### config.mk
export PLATFORM = sky130hd
export DESIGN_NAME = rename_stage_flat
export DESIGN_NICKNAME = d
export VERILOG_FILES = /design/src/rtl/rename_stage_if.sv /design/src/rtl/rename_stage.sv /design/src/flat_wrapper.sv
export SDC_FILE = /design/constraint.sdc
export NUM_CORES = 2
export LEC_CHECK = 0
export ABC_CLOCK_PERIOD_IN_PS = 6400
export CORE_MARGIN = 1
export CORE_UTILIZATION = 35
export DETAILED_ROUTE_END_ITERATION = 12
export DONT_BUFFER_PORTS = 1
export HOLD_SLACK_MARGIN = 0.06
export PLACE_DENSITY_LB_ADDON = 0.25
export RECOVER_POWER = 50
export SLEW_MARGIN = 20
export SYNTH_ARGS = -nofsm -noshare
export SYNTH_HDL_FRONTEND = slang
export SYNTH_SLANG_ARGS = --single-unit
### constraint.sdc
create_clock -name i_clk -period 6.4 [get_ports i_clk]
set_input_delay 1.28 -clock i_clk [delete_from_list [all_inputs] [get_ports i_clk]]
set_output_delay 1.28 -clock i_clk [all_outputs]
set_load 0.05 [all_outputs]
### src/rtl/rename_stage_if.sv
// Decode-slot type package and the rename stage bus interface.
// The slave modport is the rename stage view; the master modport is the decode/retire/dispatch side.
package Types;
    typedef struct packed {
        logic        RegWrite;
        logic [4:0]  ARegAddrDst;
        logic [4:0]  ARegAddrSrc0;
        logic [4:0]  ARegAddrSrc1;
        logic [3:0]  AluOp;
        logic        UseImm;
        logic [15:0] Imm;
    } decode_struct;
endpackage

interface rename_stage_if #(
    parameter int PREG_W = 7
);
    import Types::*;

    logic                 i_valid;
    logic                 o_ready;
    decode_struct         i_decode_data [0:1];
    logic                 o_valid;
    logic                 i_ready;
    decode_struct         o_decode_data [0:1];
    logic [PREG_W-1:0]    o_psrc0 [0:1];
    logic [PREG_W-1:0]    o_psrc1 [0:1];
    logic [PREG_W-1:0]    o_pdst [0:1];
    logic [PREG_W-1:0]    o_pold [0:1];
    logic [1:0]           i_free_valid;
    logic [PREG_W-1:0]    i_free_preg [0:1];
    logic [PREG_W:0]      o_free_count;
    logic                 o_free_overflow;

    modport slave (
        input  i_valid, i_decode_data, i_ready, i_free_valid, i_free_preg,
        output o_ready, o_valid, o_decode_data, o_psrc0, o_psrc1, o_pdst, o_pold,
               o_free_count, o_free_overflow
    );

    modport master (
        output i_valid, i_decode_data, i_ready, i_free_valid, i_free_preg,
        input  o_ready, o_valid, o_decode_data, o_psrc0, o_psrc1, o_pdst, o_pold,
               o_free_count, o_free_overflow
    );
endinterface

### src/rtl/rename_stage.sv
// 2-wide register rename: RAT + circular free list, one registered output bundle.
// Optional macro RENAME_FREE_BYPASS_EN lets same-cycle retire returns be allocated immediately.
module rename_stage
    import Types::*;
#(
    parameter int NUM_AREGS = 32,
    parameter int NUM_PREGS = 128,
    parameter int PREG_W    = $clog2(NUM_PREGS)
) (
    input  logic          i_clk,
    input  logic          i_rst,
    rename_stage_if.slave rn
);
    localparam int FL_DEPTH = NUM_PREGS - NUM_AREGS;
    localparam int CNT_W    = PREG_W + 1;
    localparam logic [CNT_W-1:0] FL_FULL = CNT_W'(FL_DEPTH);

    typedef logic [PREG_W-1:0] preg_t;

    function automatic preg_t fl_advance(input preg_t idx, input logic [1:0] n);
        logic [PREG_W:0] sum;
        sum = {1'b0, idx} + {{(PREG_W-1){1'b0}}, n};
        if (sum >= (PREG_W+1)'(FL_DEPTH)) sum = sum - (PREG_W+1)'(FL_DEPTH);
        return sum[PREG_W-1:0];
    endfunction

    preg_t            rat_rd [NUM_AREGS];
    preg_t            fl_rd [FL_DEPTH];
    preg_t            head_reg, tail_reg;
    logic [CNT_W-1:0] count_reg;
    logic             overflow_reg;

    logic             valid_reg;
    decode_struct     data_reg [0:1];
    preg_t            psrc0_reg [0:1];
    preg_t            psrc1_reg [0:1];
    preg_t            pdst_reg [0:1];
    preg_t            pold_reg [0:1];

    logic             wr0, wr1;
    logic [4:0]       dst0, dst1, src00, src01, src10, src11;
    logic             need0, need1;
    logic [1:0]       need_cnt;

    assign wr0   = rn.i_decode_data[0].RegWrite;
    assign wr1   = rn.i_decode_data[1].RegWrite;
    assign dst0  = rn.i_decode_data[0].ARegAddrDst;
    assign dst1  = rn.i_decode_data[1].ARegAddrDst;
    assign src00 = rn.i_decode_data[0].ARegAddrSrc0;
    assign src01 = rn.i_decode_data[0].ARegAddrSrc1;
    assign src10 = rn.i_decode_data[1].ARegAddrSrc0;
    assign src11 = rn.i_decode_data[1].ARegAddrSrc1;

    assign need0    = wr0 && (dst0 != 5'd0);
    assign need1    = wr1 && (dst1 != 5'd0);
    assign need_cnt = {1'b0, need0} + {1'b0, need1};

    // Retire returns: P0 is silently ignored, a return into a full list is dropped and flagged.
    preg_t            free0, free1;
    logic             req0, req1, push0, push1, drop0, drop1;
    logic [CNT_W-1:0] count_lane1;
    logic [1:0]       push_cnt;

    assign free0       = rn.i_free_preg[0];
    assign free1       = rn.i_free_preg[1];
    assign req0        = rn.i_free_valid[0] && (free0 != '0);
    assign req1        = rn.i_free_valid[1] && (free1 != '0);
    assign push0       = req0 && (count_reg != FL_FULL);
    assign drop0       = req0 && (count_reg == FL_FULL);
    assign count_lane1 = count_reg + CNT_W'(push0);
    assign push1       = req1 && (count_lane1 != FL_FULL);
    assign drop1       = req1 && (count_lane1 == FL_FULL);
    assign push_cnt    = {1'b0, push0} + {1'b0, push1};

    logic [CNT_W-1:0] avail_cnt;
    logic             ready_c, accept;
    logic [1:0]       pop_cnt;
    preg_t            head1, tail1;
    preg_t            pop_first, pop_second;

`ifdef RENAME_FREE_BYPASS_EN
    preg_t push_first;
    assign avail_cnt  = count_reg + CNT_W'(push_cnt);
    assign push_first = push0 ? free0 : free1;
    assign pop_first  = (count_reg != '0) ? fl_rd[head_reg] : push_first;
    assign pop_second = (count_reg >= CNT_W'(2)) ? fl_rd[head1] :
                        (count_reg == CNT_W'(1)) ? push_first : free1;
`else
    assign avail_cnt  = count_reg;
    assign pop_first  = fl_rd[head_reg];
    assign pop_second = fl_rd[head1];
`endif

    assign ready_c = (!valid_reg || rn.i_ready) && (avail_cnt >= CNT_W'(need_cnt));
    assign accept  = rn.i_valid && ready_c;
    assign pop_cnt = accept ? need_cnt : 2'd0;
    assign head1   = fl_advance(head_reg, 2'd1);
    assign tail1   = fl_advance(tail_reg, {1'b0, push0});

    preg_t pdst0_c, pdst1_c, pold0_c, pold1_c;
    preg_t psrc00_c, psrc01_c, psrc10_c, psrc11_c;

    // Slot1 sees slot0's fresh allocation for both its sources and its old-dst mapping.
    always_comb begin
        pdst0_c  = need0 ? pop_first : '0;
        pdst1_c  = '0;
        if (need1) pdst1_c = need0 ? pop_second : pop_first;
        psrc00_c = rat_rd[src00];
        psrc01_c = rat_rd[src01];
        psrc10_c = (need0 && (src10 == dst0)) ? pdst0_c : rat_rd[src10];
        psrc11_c = (need0 && (src11 == dst0)) ? pdst0_c : rat_rd[src11];
        pold0_c  = need0 ? rat_rd[dst0] : '0;
        pold1_c  = '0;
        if (need1) pold1_c = (need0 && (dst1 == dst0)) ? pdst0_c : rat_rd[dst1];
    end

    genvar gi;
    generate
        for (gi = 0; gi < NUM_AREGS; gi++) begin : g_rat
            preg_t map_reg;
            always_ff @(posedge i_clk) begin
                if (i_rst) begin
                    map_reg <= preg_t'(gi);
                end else if (accept) begin
                    if (need1 && (dst1 == 5'(gi)))      map_reg <= pdst1_c;
                    else if (need0 && (dst0 == 5'(gi))) map_reg <= pdst0_c;
                end
            end
            assign rat_rd[gi] = map_reg;
        end

        for (gi = 0; gi < FL_DEPTH; gi++) begin : g_fl
            preg_t entry_reg;
            always_ff @(posedge i_clk) begin
                if (i_rst) begin
                    entry_reg <= preg_t'(NUM_AREGS + gi);
                end else if (push0 && (tail_reg == preg_t'(gi))) begin
                    entry_reg <= free0;
                end else if (push1 && (tail1 == preg_t'(gi))) begin
                    entry_reg <= free1;
                end
            end
            assign fl_rd[gi] = entry_reg;
        end
    endgenerate

    always_ff @(posedge i_clk) begin
        if (i_rst) begin
            head_reg     <= '0;
            tail_reg     <= '0;
            count_reg    <= FL_FULL;
            overflow_reg <= 1'b0;
        end else begin
            head_reg     <= fl_advance(head_reg, pop_cnt);
            tail_reg     <= fl_advance(tail_reg, push_cnt);
            count_reg    <= count_reg - CNT_W'(pop_cnt) + CNT_W'(push_cnt);
            overflow_reg <= overflow_reg | drop0 | drop1;
        end
    end

    always_ff @(posedge i_clk) begin
        if (i_rst) begin
            valid_reg <= 1'b0;
            for (int s = 0; s < 2; s++) begin
                data_reg[s]  <= '0;
                psrc0_reg[s] <= '0;
                psrc1_reg[s] <= '0;
                pdst_reg[s]  <= '0;
                pold_reg[s]  <= '0;
            end
        end else if (accept) begin
            valid_reg    <= 1'b1;
            data_reg[0]  <= rn.i_decode_data[0];
            data_reg[1]  <= rn.i_decode_data[1];
            psrc0_reg[0] <= psrc00_c;
            psrc1_reg[0] <= psrc01_c;
            psrc0_reg[1] <= psrc10_c;
            psrc1_reg[1] <= psrc11_c;
            pdst_reg[0]  <= pdst0_c;
            pdst_reg[1]  <= pdst1_c;
            pold_reg[0]  <= pold0_c;
            pold_reg[1]  <= pold1_c;
        end else if (rn.i_ready) begin
            valid_reg <= 1'b0;
        end
    end

    assign rn.o_ready         = ready_c;
    assign rn.o_valid         = valid_reg;
    assign rn.o_decode_data   = data_reg;
    assign rn.o_psrc0         = psrc0_reg;
    assign rn.o_psrc1         = psrc1_reg;
    assign rn.o_pdst          = pdst_reg;
    assign rn.o_pold          = pold_reg;
    assign rn.o_free_count    = count_reg;
    assign rn.o_free_overflow = overflow_reg;
endmodule

### src/flat_wrapper.sv
// flat-port wrapper written by rule: the top's interface ports become plain ports
module rename_stage_flat import Types::*;
#(
    parameter int NUM_AREGS = 32,
    parameter int NUM_PREGS = 128,
    parameter int PREG_W    = $clog2(NUM_PREGS)
)
  (i_clk, i_rst, rn_i_valid, rn_i_decode_data, rn_i_ready, rn_i_free_valid, rn_i_free_preg, rn_o_ready, rn_o_valid, rn_o_decode_data, rn_o_psrc0, rn_o_psrc1, rn_o_pdst, rn_o_pold, rn_o_free_count, rn_o_free_overflow);
  rename_stage_if #(.PREG_W(PREG_W)) rn_i ();
  input  logic i_clk;
  input  logic i_rst;
  input wire logic [$bits(rn_i.i_valid)-1:0] rn_i_valid;
  input wire logic [$bits(rn_i.i_decode_data)-1:0] rn_i_decode_data;
  input wire logic [$bits(rn_i.i_ready)-1:0] rn_i_ready;
  input wire logic [$bits(rn_i.i_free_valid)-1:0] rn_i_free_valid;
  input wire logic [$bits(rn_i.i_free_preg)-1:0] rn_i_free_preg;
  output wire logic [$bits(rn_i.o_ready)-1:0] rn_o_ready;
  output wire logic [$bits(rn_i.o_valid)-1:0] rn_o_valid;
  output wire logic [$bits(rn_i.o_decode_data)-1:0] rn_o_decode_data;
  output wire logic [$bits(rn_i.o_psrc0)-1:0] rn_o_psrc0;
  output wire logic [$bits(rn_i.o_psrc1)-1:0] rn_o_psrc1;
  output wire logic [$bits(rn_i.o_pdst)-1:0] rn_o_pdst;
  output wire logic [$bits(rn_i.o_pold)-1:0] rn_o_pold;
  output wire logic [$bits(rn_i.o_free_count)-1:0] rn_o_free_count;
  output wire logic [$bits(rn_i.o_free_overflow)-1:0] rn_o_free_overflow;
  assign rn_i.i_valid = rn_i_valid;
  assign rn_i.i_decode_data = {>>{rn_i_decode_data}};
  assign rn_i.i_ready = rn_i_ready;
  assign rn_i.i_free_valid = rn_i_free_valid;
  assign rn_i.i_free_preg = {>>{rn_i_free_preg}};
  assign rn_o_ready = rn_i.o_ready;
  assign rn_o_valid = rn_i.o_valid;
  assign rn_o_decode_data = {>>{rn_i.o_decode_data}};
  assign rn_o_psrc0 = {>>{rn_i.o_psrc0}};
  assign rn_o_psrc1 = {>>{rn_i.o_psrc1}};
  assign rn_o_pdst = {>>{rn_i.o_pdst}};
  assign rn_o_pold = {>>{rn_i.o_pold}};
  assign rn_o_free_count = rn_i.o_free_count;
  assign rn_o_free_overflow = rn_i.o_free_overflow;
  rename_stage #(.NUM_AREGS(NUM_AREGS), .NUM_PREGS(NUM_PREGS), .PREG_W(PREG_W)) u_core (.i_clk(i_clk), .i_rst(i_rst), .rn(rn_i));
endmodule
==> flow_summary.toml <==
[finish]
fin_cells = 9455
fin_area_sq_um = 75500
nets = 6856
largest_reg_flops = 672
final_cell_mix = "dfxtp_1, nor2_1, mux4_2, nand2_1, mux2i_1"
drive_gt1_frac = 0.189
area_delta_synth_final_pct = 9.09
layout_commonest_cell = "dfxtp_1"

[cts]
cts-buffers-inserted = 130
clock_sinks = 1050
holdBufCountCts = 0
worstSkewPairLatency_ps = 830
cts_tree = "built"
postCtsSetupRepairBufs = 0
htree_num_levels = 4
ctsResizeCount = 0
cts-root-buf = "clkbuf_16"
cts_buffer_depth = 3
clk_pin_slew_ps = 60

[run]
drv_cap = 2

[synthesis]
synthesis.nets = 7275
async_flop_share = 0
synthesis.area_sq_um = 69200
yosys_warnings = 0
synth_edf_count = 0
syn-instance-count = 7145
yosys.area.top_type = "dfxtp_1"
synth_top_cell_area_share = 0.304
netlist_top_cells_area = "dfxtp_1, mux4_2, nor2_1"
postSynthAreaPerCell_sq_um = 9.68
seq_area_frac_synth = 0.304
ys_types = 103
synthFlopType = "dfxtp_1"
synth-seq-cells = 1050

[routing]
ant_nets = 0
postRouteWirelength_mm = 334
drc_errors = 0
first_pass_iters = 10
post_drt_wl_per_cell_um = 35.3
drt-initial-drc-count = 10800
vias_per_cell = 7.08
dr_total_vias = 67000

[setup_path]
startpoint_type = "input pin"
crit_fanout = 285
path_class = "input pin to flip-flop"
worstSetupEndpointType = "flip-flop"
cp.arrival_ps = 6720
worstPathRequired_ps = 7080

[sta]
finalSetupTns_ps = 0
tightest_slew_ps = 3720
finalMaxSlewViolations = 304
finalCriticalPeriod_ps = 6040
rsz0062_at_grt = "false"
fmax_mhz = 165
holdWs_ps = 494
max_slew_margin = -1.48
skew_ps = 66.6
finalSetupViolCount = 0
period_share = 0.944
hold_viol = 0

[global_route]
grt_pass1_vias = 61700
grt_max_degree = 981
grt_pass1_wl_mm = 471
overflow = 0
grt.total_usage = 0.324
grt_antenna_before_repair = 15

[placed_design]
portBuffers = 0
placedInstanceArea_sq_um = 71200
gp_congestion = 1.06
dp_hpwl_mm = 226
placedCellCount = 9214

[floorplanning]
fp.dieH_um = 447
row_count = 162
coreArea_sq_um = 196000
die_area_sq_um = 199000
ios = 235
initial_utilization = 0.354
die-width_um = 447

[power_and_ir_drop]
leakagePower_nw = 23.2
vdd_ir_drop_max_v = 0.000287
finalPower_w = 0.0205
p_per_area_nw_per_um2 = 272

[outcome]
status = "finished, violations left"
violations = "max-capacitance violations, max-slew violations"

[worst_hold_path]
hold_path_class = "flip-flop to flip-flop"
==> layer usage <==
| layer | global-route usage | vias up | wire (um) |
|---|---|---|---|
| li1 | - | 27200 | - |
| met1 | 0.406 | 33300 | 121000 |
| met2 | 0.482 | 5157 | 143000 |
| met3 | 0.0957 | 1288 | 42700 |
| met4 | 0.217 | 22 | 27100 |
| met5 | 0 | - | 158 |
==> Yosys cell counts, drive strengths merged (198+ instances only) <==
library cell  instances
mux2i               338
a211oi              251
dfxtp              1050
a311oi              278
clkbuf              504
mux4                777
nor4                328
nand2               677
a21oi               280
buf                 276
a221oi              198
nor2                989
==> cell type report <==
cell class / count / area, sq um
well taps: 2624 / 3280
multi-input cells: 5281 / 44800
diodes: 5 / 12.5
clock inverters: 42 / 591
fillers: 19200 / 120000
clock buffers: 190 / 3840
repair buffers: 229 / 1820
inverters: 34 / 133
flip-flops and latches: 1050 / 21000
==> power breakdown <==
group	internal (W)	switching (W)	leakage, nW	total, W
sequential	0.00677	0.000625	8.51	0.00740
clock	0.00453	0.00324	2.17	0.00777
combinational	0.00164	0.00369	12.5	0.00534
==> path summary, 6_finish.rpt <==
check / slack, ps / from / cells after the start / end
hold / removal: 490 / u_core.g_fl[38].entry_reg[3] / 2 / u_core.g_fl[38].entry_reg[3]
hold reg to reg: 490 / u_core.g_fl[38].entry_reg[3] / 2 / u_core.g_fl[38].entry_reg[3]
setup / recovery: 360 / i_rst / 6 / u_core.g_fl[80].entry_reg[4]
setup reg to reg: 490 / u_core.head_reg[0] / 12 / u_core.g_rat[26].map_reg[5]
==> critical path, cell delays in order <==
cell	delay (ps)
buf_16	570
clkbuf_4	2650
or2_2	790
buf_4	550
nor2_1	80
a311oi_1	240
==> logic make-up (layout without fill, tap and decap cells) <==
group,count (synthesis),in the layout,synth area share
multiplexers,1138,1138,0.306
adder cells (fa/ha/maj),36,36,0.00694
buffers and inverters,814,495,0.0522
AO/OA/AOI/OAI,1515,1515,0.159
AND/OR/NAND/NOR,2546,2546,0.166
flip-flops,1050,1050,0.304
other,0,5,0
XOR/XNOR,46,46,0.00604
==> through the flow <==
step / setup WS [ps] / util
5_1_grt: 384 / 0.386
2_1_floorplan: 148 / -
3_5_place_dp: 533 / 0.364
6_report: 355 / 0.386
3_3_place_gp: 435 / 0.364
4_1_cts: 1280 / 0.387
(Power assumes the default switching activity.)
